--- src/rtl/seg_pkg.sv ---
// Shared constants for the 3-digit LED display back-end: segment patterns
// (gfedcba, active-high), converter state encoding and digit slot indices.
package seg_pkg;

  localparam logic [6:0] SEG_0     = 7'b0111111;
  localparam logic [6:0] SEG_1     = 7'b0000110;
  localparam logic [6:0] SEG_2     = 7'b1011011;
  localparam logic [6:0] SEG_3     = 7'b1001111;
  localparam logic [6:0] SEG_4     = 7'b1100110;
  localparam logic [6:0] SEG_5     = 7'b1101101;
  localparam logic [6:0] SEG_6     = 7'b1111101;
  localparam logic [6:0] SEG_7     = 7'b0000111;
  localparam logic [6:0] SEG_8     = 7'b1111111;
  localparam logic [6:0] SEG_9     = 7'b1101111;
  localparam logic [6:0] SEG_BLANK = 7'b0000000;

  typedef enum logic [1:0] {
    ST_IDLE   = 2'd0,
    ST_SHIFT  = 2'd1,
    ST_COMMIT = 2'd2
  } state_t;

  localparam logic [1:0] DIG_U = 2'd0;
  localparam logic [1:0] DIG_T = 2'd1;
  localparam logic [1:0] DIG_H = 2'd2;

  function automatic logic [6:0] seg_decode(input logic [3:0] d);
    logic [6:0] p;
    case (d)
      4'd0:    p = SEG_0;
      4'd1:    p = SEG_1;
      4'd2:    p = SEG_2;
      4'd3:    p = SEG_3;
      4'd4:    p = SEG_4;
      4'd5:    p = SEG_5;
      4'd6:    p = SEG_6;
      4'd7:    p = SEG_7;
      4'd8:    p = SEG_8;
      4'd9:    p = SEG_9;
      default: p = SEG_BLANK;
    endcase
    return p;
  endfunction

endpackage

--- src/rtl/bin2bcd_seq.sv ---
// Sequential double-dabble converter: one bit per cycle, digits are only
// written in COMMIT so the display never sees a partial result.
//   state     | meaning
//   ST_IDLE   | waiting for value to differ from the last converted value
//   ST_SHIFT  | 8 add-3/shift steps on {acc, shreg}
//   ST_COMMIT | copy accumulator to the displayed digits
module bin2bcd_seq
  import seg_pkg::*;
(
  input  logic       clk,
  input  logic       rst,
  input  logic [7:0] value,
  output logic       busy,
  output logic [3:0] bcd_h,
  output logic [3:0] bcd_t,
  output logic [3:0] bcd_u
);

  state_t      r_state;
  logic [7:0]  r_last_val;
  logic [7:0]  r_shreg;
  logic [11:0] r_acc;
  logic [2:0]  r_bit_cnt;
  logic [11:0] w_adj;

  function automatic logic [3:0] add3(input logic [3:0] n);
    return (n >= 4'd5) ? n + 4'd3 : n;
  endfunction

  always_comb begin
    w_adj = {add3(r_acc[11:8]), add3(r_acc[7:4]), add3(r_acc[3:0])};
  end

  always_ff @(posedge clk or negedge rst) begin
    if (!rst) begin
      r_state    <= ST_IDLE;
      r_last_val <= 8'd0;
      r_shreg    <= 8'd0;
      r_acc      <= 12'd0;
      r_bit_cnt  <= 3'd0;
      busy       <= 1'b0;
      bcd_h      <= 4'd0;
      bcd_t      <= 4'd0;
      bcd_u      <= 4'd0;
    end else begin
      case (r_state)
        ST_IDLE: begin
          if (value != r_last_val) begin
            r_shreg    <= value;
            r_last_val <= value;
            r_acc      <= 12'd0;
            r_bit_cnt  <= 3'd0;
            busy       <= 1'b1;
            r_state    <= ST_SHIFT;
          end
        end
        ST_SHIFT: begin
          r_acc     <= {w_adj[10:0], r_shreg[7]};
          r_shreg   <= {r_shreg[6:0], 1'b0};
          r_bit_cnt <= r_bit_cnt + 3'd1;
          if (r_bit_cnt == 3'd7) r_state <= ST_COMMIT;
        end
        ST_COMMIT: begin
          bcd_h   <= r_acc[11:8];
          bcd_t   <= r_acc[7:4];
          bcd_u   <= r_acc[3:0];
          busy    <= 1'b0;
          r_state <= ST_IDLE;
        end
        default: r_state <= ST_IDLE;
      endcase
    end
  end

endmodule

--- src/rtl/seg_scan3.sv ---
// 3-digit multiplexed 7-segment driver with leading-zero blanking; the
// converter feeds digits, this block scans slots and registers an/seg.
module seg_scan3
  import seg_pkg::*;
#(
  parameter int SCAN_DIV       = 50000,
  parameter bit SEG_ACTIVE_LOW = 1'b1,
  parameter bit AN_ACTIVE_LOW  = 1'b1
) (
  input  logic       clk,
  input  logic       rst,
  input  logic [7:0] value,
  input  logic       blank_lz,
  output logic [6:0] seg,
  output logic [2:0] an,
  output logic       busy
);

  localparam int DIV_W = (SCAN_DIV > 2) ? $clog2(SCAN_DIV) : 1;

  logic [DIV_W-1:0] r_div_cnt;
  logic [1:0]       r_dig_idx;
  logic [3:0]       w_bcd_h, w_bcd_t, w_bcd_u;
  logic             w_wrap;
  logic [1:0]       w_idx_nxt;
  logic [3:0]       w_digit;
  logic             w_blank;
  logic [6:0]       w_pat;
  logic [2:0]       w_an_hi;

  bin2bcd_seq u_conv (
    .clk   (clk),
    .rst   (rst),
    .value (value),
    .busy  (busy),
    .bcd_h (w_bcd_h),
    .bcd_t (w_bcd_t),
    .bcd_u (w_bcd_u)
  );

  // an/seg are decoded from the slot index that becomes current at this edge
  always_comb begin
    w_wrap    = (r_div_cnt == DIV_W'(SCAN_DIV - 1));
    w_idx_nxt = r_dig_idx;
    if (w_wrap) w_idx_nxt = (r_dig_idx == DIG_H) ? DIG_U : r_dig_idx + 2'd1;
    w_digit = w_bcd_u;
    w_blank = 1'b0;
    case (w_idx_nxt)
      DIG_T: begin
        w_digit = w_bcd_t;
        w_blank = blank_lz && (w_bcd_h == 4'd0) && (w_bcd_t == 4'd0);
      end
      DIG_H: begin
        w_digit = w_bcd_h;
        w_blank = blank_lz && (w_bcd_h == 4'd0);
      end
      default: begin
        w_digit = w_bcd_u;
        w_blank = 1'b0;
      end
    endcase
    w_pat   = w_blank ? SEG_BLANK : seg_decode(w_digit);
    w_an_hi = 3'b001 << w_idx_nxt;
  end

  always_ff @(posedge clk or negedge rst) begin
    if (!rst) begin
      r_div_cnt <= '0;
      r_dig_idx <= DIG_U;
      seg       <= SEG_ACTIVE_LOW ? ~SEG_0 : SEG_0;
      an        <= AN_ACTIVE_LOW ? 3'b110 : 3'b001;
    end else begin
      r_div_cnt <= w_wrap ? '0 : r_div_cnt + 1'b1;
      r_dig_idx <= w_idx_nxt;
      seg       <= SEG_ACTIVE_LOW ? ~w_pat : w_pat;
      an        <= AN_ACTIVE_LOW ? ~w_an_hi : w_an_hi;
    end
  end

endmodule

--- config.mk ---
export PLATFORM = sky130hd
export DESIGN_NAME = seg_scan3
export DESIGN_NICKNAME = d
export VERILOG_FILES = /design/src/rtl/seg_pkg.sv /design/src/rtl/bin2bcd_seq.sv /design/src/rtl/seg_scan3.sv
export SDC_FILE = /design/constraint.sdc
export NUM_CORES = 1
export LEC_CHECK = 0
export ABC_AREA = 1
export ABC_CLOCK_PERIOD_IN_PS = 4050
export CORE_MARGIN = 3
export CORE_UTILIZATION = 50
export DETAILED_ROUTE_END_ITERATION = 10
export PLACE_DENSITY = 0.69
export SLEW_MARGIN = 25
export SYNTH_ARGS = -nofsm -noshare
export SYNTH_HDL_FRONTEND = slang
export SYNTH_SLANG_ARGS = --single-unit
--- constraint.sdc ---
create_clock -name clk -period 4.05 [get_ports clk]
set_input_delay 0.81 -clock clk [delete_from_list [all_inputs] [get_ports clk]]
set_output_delay 0.81 -clock clk [all_outputs]
set_load 0.01 [all_outputs]
==> flow_summary_export.csv, run 1 <==
group,metric,value,unit
grt,grt_util_all_layers,0.171,
sta,rsz0062_at_grt,"false",
drt,vias,2855,
drt,drtPass1Iterations,4,
placed_design,io_buffers,21,
cells_and_area,fin_nets,511,
synthesis,yosysSeqAreaShare,0.485,
cells_and_area,area_delta_synth_final,12.3,%
setup_path,crit_start,"r_div_cnt[0]$_DFF_PN0_",
setup_path,crit_end,"seg[3]$_DFF_PN0_",
outcome,outcome,"complete, no violations",
setup_path,crit_cells,14,
sta,whs,0.478,ns
setup_path,path_max_fanout,8,
cts,numCtsBuffers,9,
cts,cts_resized,0,
drt,finalWirelength,6.61,mm
hold_path,hp-start,"r_div_cnt[0]$_DFF_PN0_",
floorplan,rows,31,
setup_path,path_cells,"ha_1, nand2_1, nor2_4, inv_1, nor2_1, nand2_1, a21boi_1, ha_1, o21ai_1, inv_1, ha_1, or2_2, nand3_1, nand2_1",
setup_path,criticalPathCategory,"reg -> reg",
grt,antenna_found_initial,0,
sta,fin_skew,0.0127,ns
job,cap_violations,0,
floorplan,pin_count,22,
sta,max_freq,0.329,GHz
cts,htree_levels,3,
power_and_ir_drop,vdd_drop_max,0.350,mV
synthesis,postSynthCellCount,462,
floorplan,die_h,93.4,µm
cts,post_cts_buffers,0,
setup_path,crit_slowest_cell,"dfrtp_1",
floorplan,start_util,0.521,
setup_path,rr_endpoint,"seg[3]$_DFF_PN0_",
synthesis,synth_seq_cells,74,
grt,grt_pass1_vias,2710,
cells_and_area,seq_area,1860,µm²
cts,clk_pin_slew,0.07,ns
floorplan,die-area,8730,µm²
sta,period_minus_slack,3.04,ns
cts,cts.path.max_buffers,2,
floorplan,die_w,93.4,µm
setup_path,rrSetupSlack,1.01,ns
setup_path,r2r_start,"r_div_cnt[0]$_DFF_PN0_",
cts,cts_tree,"yes",
cells_and_area,layout-drive-gt1-share,0.0799,
setup_path,crit_arrival,3.27,ns
cts,cts_sinks,74,
sta,min_period_over_period,0.751,
drt,antenna_left,0,
grt,grt_max_degree,75,
sta,slew_violations,0,
power_and_ir_drop,p_leak,2.15,nW
sta,finalSetupViolations,0,
synthesis,ys_types,36,
power_and_ir_drop,p_per_area,652,nW/µm²
grt,grt_pass1_wl,11.9,mm
setup_path,crit_buf_inv,2,
synthesis,avgSynthCellArea,8.27,µm²
placed_design,hpwlAfterDp,4.61,mm
cts,cts-root-buf,"clkbuf_8",
hold_path,min_path_type,"reg -> reg",
cells_and_area,fin_util,0.586,
sta,tightest_slew,0.894,ns
floorplan,core,7330,µm²
setup_path,crit_path_end_kind,"flip-flop",
cells_and_area,final_cell_mix,"121 x nand2_1, 71 x dfrtp_1, 57 x inv_1",
cells_and_area,final_common_cell,"nand2_1",
placed_design,gp_congestion,0.864,
sta,fin_tns_setup,0,ns
setup_path,startpoint_type,"flip-flop",
drt,drt_iter0_markers,114,
drt,routedWlPerCell,11.3,µm
grt,grt_overflow,0,
setup_path,reg2reg_depth,14,
synthesis,synth_nets,490,
cells_and_area,multi_input_area,1650,µm²
synthesis,synth_area,3820,µm²
setup_path,cpPeakStageDelay,0.38,ns
setup_path,path_delay_family,"simple AND/OR/NAND/NOR gates",
sta,final_hold_viol_count,0,
power_and_ir_drop,power.total,2.80,mW
drt,viasPerCell,4.86,
cells_and_area,antenna_cells,0,
setup_path,required,4.28,ns
sta,slew_headroom,0.404,
cts,clock_latency,0.34,ns
synthesis,ys_warn_count,0,
drt,drc,0,
cells_and_area,fillers,633,
cts,hold_buffers,0,
[routing by layer]
metal | routed length [µm] | GRT usage
met1 | 3210 | 0.225
met2 | 3090 | 0.273
met3 | 216 | 0.0434
met5 | 0 | 0
met4 | 93 | 0.0623
[stage by stage]
stage | worst slack (ns) | area [µm²] | cells
after floorplan | 1.26 | 3820 | 462
after global placement | 1.14 | 4080 | 571
after detailed placement | 1.02 | 4080 | 571
after CTS | 1.01 | 4290 | 587
after global routing | 0.712 | 4290 | 587
final | 1.01 | 4290 | 587
[worst min-delay path by stage]
stage                                  end  depth (start not counted)
global route        r_div_cnt[0]$_DFF_PN0_                          1
global placement    r_div_cnt[0]$_DFF_PN0_                          1
detailed placement  r_div_cnt[0]$_DFF_PN0_                          1
CTS                 r_div_cnt[0]$_DFF_PN0_                          1
finish              r_div_cnt[0]$_DFF_PN0_                          1
floorplan           r_div_cnt[0]$_DFF_PN0_                          1
[final cells by class]
class                      instances  share of cell area
clock buffer                      10              0.0297
clock inverter                     6              0.0192
inverter                          62              0.0542
multi-input combinational        313               0.384
sequential                        74               0.432
tap                               99              0.0288
timing repair buffer              23              0.0519
[synth_stat cells (all sizes together)]
| library cell | number | area share |
|---|---|---|
| xor2 | 10 | 0.023 |
| buf | 7 | 0.016 |
| a21boi | 1 | 0.0020 |
| xnor2 | 7 | 0.016 |
| inv | 62 | 0.061 |
| nand3b | 1 | 0.0020 |
| o21bai | 1 | 0.0049 |
| o211ai | 4 | 0.0079 |
| dfstp | 3 | 0.021 |
| or2 | 2 | 0.0033 |
| a21oi | 11 | 0.014 |
| mux2 | 1 | 0.0029 |
| nor3 | 8 | 0.015 |
| o21ai | 46 | 0.060 |
| o21a | 1 | 0.0020 |
| nand4 | 1 | 0.0016 |
| nor4 | 2 | 0.0049 |
| ha | 17 | 0.056 |
| nor2 | 34 | 0.036 |
| dfrtp | 71 | 0.46 |
| nand2 | 124 | 0.12 |
| nand3 | 42 | 0.056 |
| clkbuf | 6 | 0.0062 |
[kinds of logic after synthesis]
family	after synthesis	share of synthesized area
and+or+nand+nor	214	0.243
buffers and inverters	75	0.0831
AOI/OAI and AO/OA	64	0.0913
xor gates and xnor gates	17	0.0390
muxes	1	0.00295
DFF	74	0.485
adders and majority gates	17	0.0556
[power by group]
group	internal, mW	total, mW	switching [mW]
clock network	0.344	0.612	0.268
registers	0.991	1.15	0.164
logic	0.427	1.03	0.608
total	1.76	2.80	1.04
[sequential cells by signal, indices dropped and copies added, names as in the netlist, 2 cells and up]
register           cells
r_div_cnt             16
u_conv.r_acc          12
u_conv.r_last_val      8
u_conv.r_shreg         8
seg                    7
u_conv.bcd_h           4
u_conv.bcd_t           4
u_conv.bcd_u           4
an                     3
u_conv.r_bit_cnt       3
r_dig_idx              2
u_conv.r_state         2
(Power assumes the default switching activity.)
==> inputs of run 2 (changes only) <==
Settings changed: ABC_CLOCK_PERIOD_IN_PS 4050 to 2700, PLACE_DENSITY 0.69 to 0.71.
Clock period 4.05 ns to 2.7 ns, I/O delays scaled along.
==> run 2 against run 1 <==
  * First-iteration DRC count grew 26%
  * Critical path type unchanged
  * Cell count grew 3.7%
  * Wire length grew 5.7%
  * Critical endpoint unchanged
  * Count of clock-buffer cells in the layout grew 2
  * Sequential power grew 50%
==> flow_summary_export.csv, run 2 (synthesis gave the netlist of run 1 again) <==
group,metric,value,unit
cts,hold_buffers,0,
cts,clock_latency,0.33,ns
placed_design,io_buffers,21,
cts,clk_pin_slew,0.08,ns
cells_and_area,largest_reg_flops,16,
setup_path,path_max_fanout,6,
power_and_ir_drop,vdd_drop_max,0.500,mV
cts,cts.path.max_buffers,2,
setup_path,reg2reg_depth,13,
drt,drt_iter0_markers,144,
sta,setup_slack,0.140,ns
placed_design,dp_slack,-0.0783,ns
cts,cts-root-buf,"clkbuf_8",
cells_and_area,final_common_cell,"nand2_1",
sta,period_minus_slack,2.56,ns
floorplan,rows,31,
setup_path,r2r_start,"r_div_cnt[12]$_DFF_PN0_",
floorplan,die_h,93.4,µm
cells_and_area,area_delta_synth_final,20.3,%
cts,cts_sinks,74,
sta,fin_skew,0.00899,ns
sta,max_freq,0.391,GHz
grt,grt_pass1_vias,2862,
grt,grt_max_degree,58,
grt,antenna_found_initial,0,
floorplan,die_w,93.4,µm
setup_path,rr_endpoint,"seg[3]$_DFF_PN0_",
setup_path,required,2.92,ns
job,cap_violations,0,
cts,cts_tree,"yes",
setup_path,rrSetupSlack,0.14,ns
power_and_ir_drop,p_leak,2.29,nW
outcome,outcome,"complete, no violations",
floorplan,core,7330,µm²
drt,drtPass1Iterations,4,
floorplan,pin_count,22,
cells_and_area,layout-drive-gt1-share,0.163,
drt,vias,3013,
cts,htree_levels,3,
drt,antenna_left,0,
cts,numCtsBuffers,9,
cells_and_area,fin_nets,533,
sta,slew_violations,0,
power_and_ir_drop,p_per_area,941,nW/µm²
setup_path,startpoint_type,"flip-flop",
cells_and_area,regMostFlops,"r_div_cnt",
power_and_ir_drop,power.total,4.32,mW
sta,finalSetupViolations,0,
drt,finalWirelength,6.98,mm
placed_design,dp_cells,587,
sta,min_period_over_period,0.948,
cells_and_area,final_cells,609,
sta,whs,0.131,ns
placed_design,gp_congestion,0.833,
setup_path,crit_path_end_kind,"flip-flop",
setup_path,crit_start,"r_div_cnt[12]$_DFF_PN0_",
grt,grt_util_all_layers,0.168,
floorplan,start_util,0.521,
setup_path,crit_arrival,2.78,ns
drt,drc,0,
sta,fin_tns_setup,0,ns
hold_path,min_path_type,"in -> async",
sta,slew_headroom,0.571,
grt,grt_overflow,0,
grt,grt_pass1_wl,12.0,mm
cells_and_area,antenna_cells,0,
placed_design,hpwlAfterDp,4.82,mm
cells_and_area,reg_top3,"r_div_cnt x16, u_conv.r_acc x12",
drt,viasPerCell,4.95,
cells_and_area,final_cell_mix,"115 x nand2_1, 71 x dfrtp_1, 54 x inv_1",
sta,tightest_slew,0.642,ns
floorplan,die-area,8730,µm²
sta,final_hold_viol_count,0,
drt,routedWlPerCell,11.5,µm
setup_path,criticalPathCategory,"reg -> reg",
[run 2: power breakdown]
| group | switching [mW] | internal [mW] | leakage, nW |
|---|---|---|---|
| clock network | 0.401 | 0.572 | 0.117 |
| registers | 0.240 | 1.49 | 0.922 |
| logic | 0.925 | 0.700 | 1.25 |
| total | 1.57 | 2.76 | 2.29 |
[run 2: cell type report]
type,instances,area (µm²)
fillers,614,2730
clock inverters,4,73.8
well taps,99,124
inverters,62,233
multi-input cells,313,1760
flip-flops and latches,74,1860
clock buffers,12,155
repair buffers,45,398
[run 2: how the worst max path moves through the flow]
stage | cells past startpoint | slack (ns) | endpoint
after floorplan | 16 | 0.006 | seg[3]$_DFF_PN0_
after global placement | 15 | 0.04 | seg[3]$_DFF_PN0_
after detailed placement | 15 | -0.08 | seg[3]$_DFF_PN0_
after CTS | 18 | 0.005 | seg[3]$_DFF_PN0_
after global routing | 20 | -0.009 | seg[0]$_DFF_PN0_
final | 13 | 0.14 | seg[3]$_DFF_PN0_
[run 2: layer usage]
layer / global-route usage / vias to the layer above / share of wire
li1: - / 1555 / -
met1: 0.211 / 1399 / 0.46
met2: 0.285 / 53 / 0.50
met3: 0.0346 / 6 / 0.032
met4: 0.0647 / 0 / 0.0083
met5: 0 / - / 0
[run 2: through the flow]
| step | util | cell area, µm² |
|---|---|---|
| floorplan | - | 3840 |
| global placement | 0.577 | 4230 |
| detailed placement | 0.577 | 4230 |
| CTS | 0.611 | 4480 |
| global route | 0.627 | 4600 |
| finish | 0.627 | 4600 |
[run 2: what timing repair did]
action | 4_1_cts | 5_1_grt
setup buffers | 0 | 6
gates resized for setup | 4 | 21
hold endpoints to repair | 0 | 0
endpoints found under the setup margin | 1 | 7
pin swaps | 1 | 9
[run 2: worst max-delay path, cell delays in order, from the launching register on]
cell	delay, ns
dfrtp_1	0.41
nor2_1	0.14
nand3_1	0.16
nor3_2	0.23
nand3_2	0.14
a21boi_4	0.19
ha_4	0.32
nand3_2	0.10
o21ai_4	0.07
inv_2	0.05
ha_1	0.26
or2_4	0.25
nand3_1	0.07
nand2_1	0.06
==> inputs of run 3 (changes only) <==
Settings changed: SYNTH_HIERARCHICAL set to 1.
==> run 3 against run 2 <==
  * Core utilization is 1.3 points lower
  * Critical path depth is 2 higher
  * Sequential share of layout area is 0.46 points higher
  * Worst hold slack gained 0.018 ns
  * Sequential power barely moved
  * Cell count grew 2.8%
  * Register-to-register slack lost 0.02 ns
  * Largest power group unchanged
  * Largest cell class unchanged
==> flow_summary_export.csv, run 3 <==
group,metric,value,unit
outcome,outcome,"complete, no violations",
setup_path,r2r_start,"r_div_cnt[0]$_DFF_PN0_",
synthesis,synth.area.top_cells,"dfrtp_1 46%, nand2_1 14%, nand3_1 5.5%",
synthesis,ys_types,30,
grt,grt_pass1_vias,2994,
sta,rsz0062_at_grt,"true",
synthesis,synth_nets,517,
placed_design,dp_cells,606,
cells_and_area,seq_area,1860,µm²
sta,finalSetupViolations,0,
cts,htree_levels,3,
cells_and_area,regMostFlops,"r_div_cnt",
power_and_ir_drop,clkPwrFrac,0.197,
cts,cts_tree,"yes",
drt,antenna_left,0,
cells_and_area,final_cells,626,
cells_and_area,layout-drive-gt1-share,0.129,
synthesis,ys_warn_count,6,
cells_and_area,reg_top3,"r_div_cnt x16, u_conv/r_acc x12",
cells_and_area,multi_input_area,1840,µm²
sta,period_minus_slack,2.58,ns
grt,grt_max_degree,55,
power_and_ir_drop,power.total,4.27,mW
setup_path,crit_arrival,2.81,ns
placed_design,gp_congestion,0.901,
cts,hold_buffers,0,
synthesis,postSynthCellCount,489,
sta,max_freq,0.388,GHz
setup_path,required,2.93,ns
sta,final_hold_viol_count,0,
drt,finalWirelength,7.61,mm
synthesis,synth_top_area_frac,0.455,
sta,tightest_slew,0.645,ns
power_and_ir_drop,p_sw,1.63,mW
power_and_ir_drop,p_per_area,940,nW/µm²
cts,cts-root-buf,"clkbuf_8",
floorplan,core,7410,µm²
setup_path,criticalPathCategory,"reg -> reg",
drt,drc,0,
synthesis,synth-edff-count,0,
synthesis,synth_area,3900,µm²
power_and_ir_drop,p_seq_frac,0.407,
cells_and_area,final_common_cell,"nand2_1",
setup_path,crit_path_end_kind,"flip-flop",
grt,antenna_found_initial,0,
grt,grt_pass1_wl,12.5,mm
cells_and_area,largest_reg_flops,16,
setup_path,rrSetupSlack,0.12,ns
floorplan,pin_count,22,
power_and_ir_drop,p_leak,2.30,nW
cells_and_area,final_cell_mix,"141 x nand2_1, 71 x dfrtp_1, 51 x inv_1",
drt,viasPerCell,5.07,
power_and_ir_drop,combPwrFrac,0.396,
cts,cts.path.max_buffers,2,
cts,cts_sinks,74,
drt,routedWlPerCell,12.1,µm
cts,clock_latency,0.34,ns
drt,drtPass1Iterations,4,
grt,grt_overflow,0,
drt,vias,3176,
grt,grt_util_all_layers,0.177,
power_and_ir_drop,switching_share,0.381,
cts,clk_pin_slew,0.07,ns
synthesis,post-synth-top-count-cell,"nand2_1",
cts,numCtsBuffers,9,
floorplan,die-area,8900,µm²
drt,drt_iter0_markers,148,
job,cap_violations,0,
placed_design,hpwlAfterDp,5.17,mm
power_and_ir_drop,intPower,2.65,mW
sta,slew_violations,0,
power_and_ir_drop,vdd_drop_max,0.577,mV
floorplan,die_w,94.3,µm
placed_design,io_buffers,21,
setup_path,rr_endpoint,"seg[5]$_DFF_PN0_",
sta,slew_headroom,0.569,
cells_and_area,fin_util,0.614,
sta,fin_skew,0.0120,ns
synthesis,yosysSeqAreaShare,0.476,
synthesis,synth_common_cells,"146 x nand2_1, 71 x dfrtp_1, 52 x inv_1",
setup_path,reg2reg_depth,15,
synthesis,synth_ff_type,"dfrtp_1",
floorplan,rows,31,
cells_and_area,fillers,648,
synthesis,avgSynthCellArea,7.98,µm²
synthesis,synth_seq_cells,74,
cells_and_area,fin_nets,550,
setup_path,startpoint_type,"flip-flop",
floorplan,die_h,94.3,µm
setup_path,path_max_fanout,5,
cells_and_area,area_delta_synth_final,16.5,%
synthesis,synth_area_leader_cell,"dfrtp_1",
cells_and_area,antenna_cells,0,
floorplan,start_util,0.527,
synthesis,async_flop_share,1.00,
sta,min_period_over_period,0.955,
hold_path,min_path_type,"in -> async",
run 3: changes by cell type after synthesis, sizes merged, moves of 3 or more:
cell,previous run,this run
nor2,34,44
o21bai,1,5
inv,62,57
nand3b,1,4
o211ai,4,1
nor3,8,2
xor2,10,7
nand2,124,154
or2,2,5
run 3: how the worst max path moves through the flow:
stage | depth (start not counted) | slack (ns) | from | end
6_report | 15 | 0.12 | r_div_cnt[0]$_DFF_PN0_ | seg[5]$_DFF_PN0_
5_1_grt | 15 | -0.08 | r_div_cnt[0]$_DFF_PN0_ | seg[5]$_DFF_PN0_
4_1_cts | 16 | 0.02 | r_div_cnt[0]$_DFF_PN0_ | seg[3]$_DFF_PN0_
3_5_place_dp | 15 | -0.04 | r_div_cnt[0]$_DFF_PN0_ | seg[3]$_DFF_PN0_
3_3_place_gp | 15 | 0.09 | r_div_cnt[0]$_DFF_PN0_ | seg[3]$_DFF_PN0_
2_1_floorplan | 16 | 0.03 | r_div_cnt[0]$_DFF_PN0_ | seg[3]$_DFF_PN0_
run 3: critical path, cell delays in order (launching register included):
cell	delay [ns]
dfrtp_1	0.37
ha_2	0.20
nand2_2	0.06
inv_1	0.07
nand2_1	0.07
nor2_2	0.13
nand2_4	0.11
o21ai_4	0.23
ha_4	0.24
or2_2	0.32
nand2_4	0.10
inv_1	0.07
ha_1	0.18
nand3b_1	0.18
nand3_1	0.10
nand2_1	0.05
run 3: area by class of cell:
cell class / count / area share
Timing Repair Buffer: 34 / 0.0694
Multi-Input combinational cell: 346 / 0.405
Clock buffer: 11 / 0.0311
Tap cell: 99 / 0.0273
Sequential cell: 74 / 0.408
Clock inverter: 5 / 0.0118
Inverter: 57 / 0.0471
run 3: layer usage:
metal | GRT usage | vias to the layer above | wire [µm]
met3 | 0.0582 | 13 | 288
met2 | 0.303 | 56 | 3830
met1 | 0.206 | 1502 | 3380
li1 | - | 1605 | -
met4 | 0.0674 | 0 | 110
met5 | 0 | - | 0
run 3: power groups by stage:
| stage | Combinational [mW] | Sequential [mW] | Clock [mW] |
|---|---|---|---|
| final | 1.69 | 1.74 | 0.840 |
| after global routing | 1.97 | 1.78 | 0.915 |
| after CTS | 1.65 | 1.74 | 0.865 |
| after detailed placement | 1.64 | 1.76 | 0 |
| after global placement | 1.57 | 1.74 | 0 |
| after floorplan | 1.26 | 1.72 | 0 |
run 3: per-stage QoR:
step,hold WS (ns),setup WS (ns),setup TNS [ns],instance area [µm²]
finish,0.149,0.122,0,4550
floorplan,0.244,0.0315,0,3900
global route,0.156,-0.0781,-0.269,4550
CTS,0.142,0.0152,0,4430
detailed placement,0.473,-0.0392,-0.0583,4230
global placement,0.441,0.0863,0,4230
run 3: logic make-up (layout without fill, tap and decap cells):
logic type	count (synthesis)	in the layout	synth area share
compound gates	61	61	0.0821
xor+xnor	12	12	0.0269
fa+ha+maj	17	17	0.0545
buf+inv	69	107	0.0766
flops	74	74	0.476
simple gates	256	256	0.284
run 3: repair_timing:
action,in CTS,in global routing
pin swaps,0,5
endpoints found under the setup margin,3,7
gates resized for setup,3,20
buffers inserted,1,3
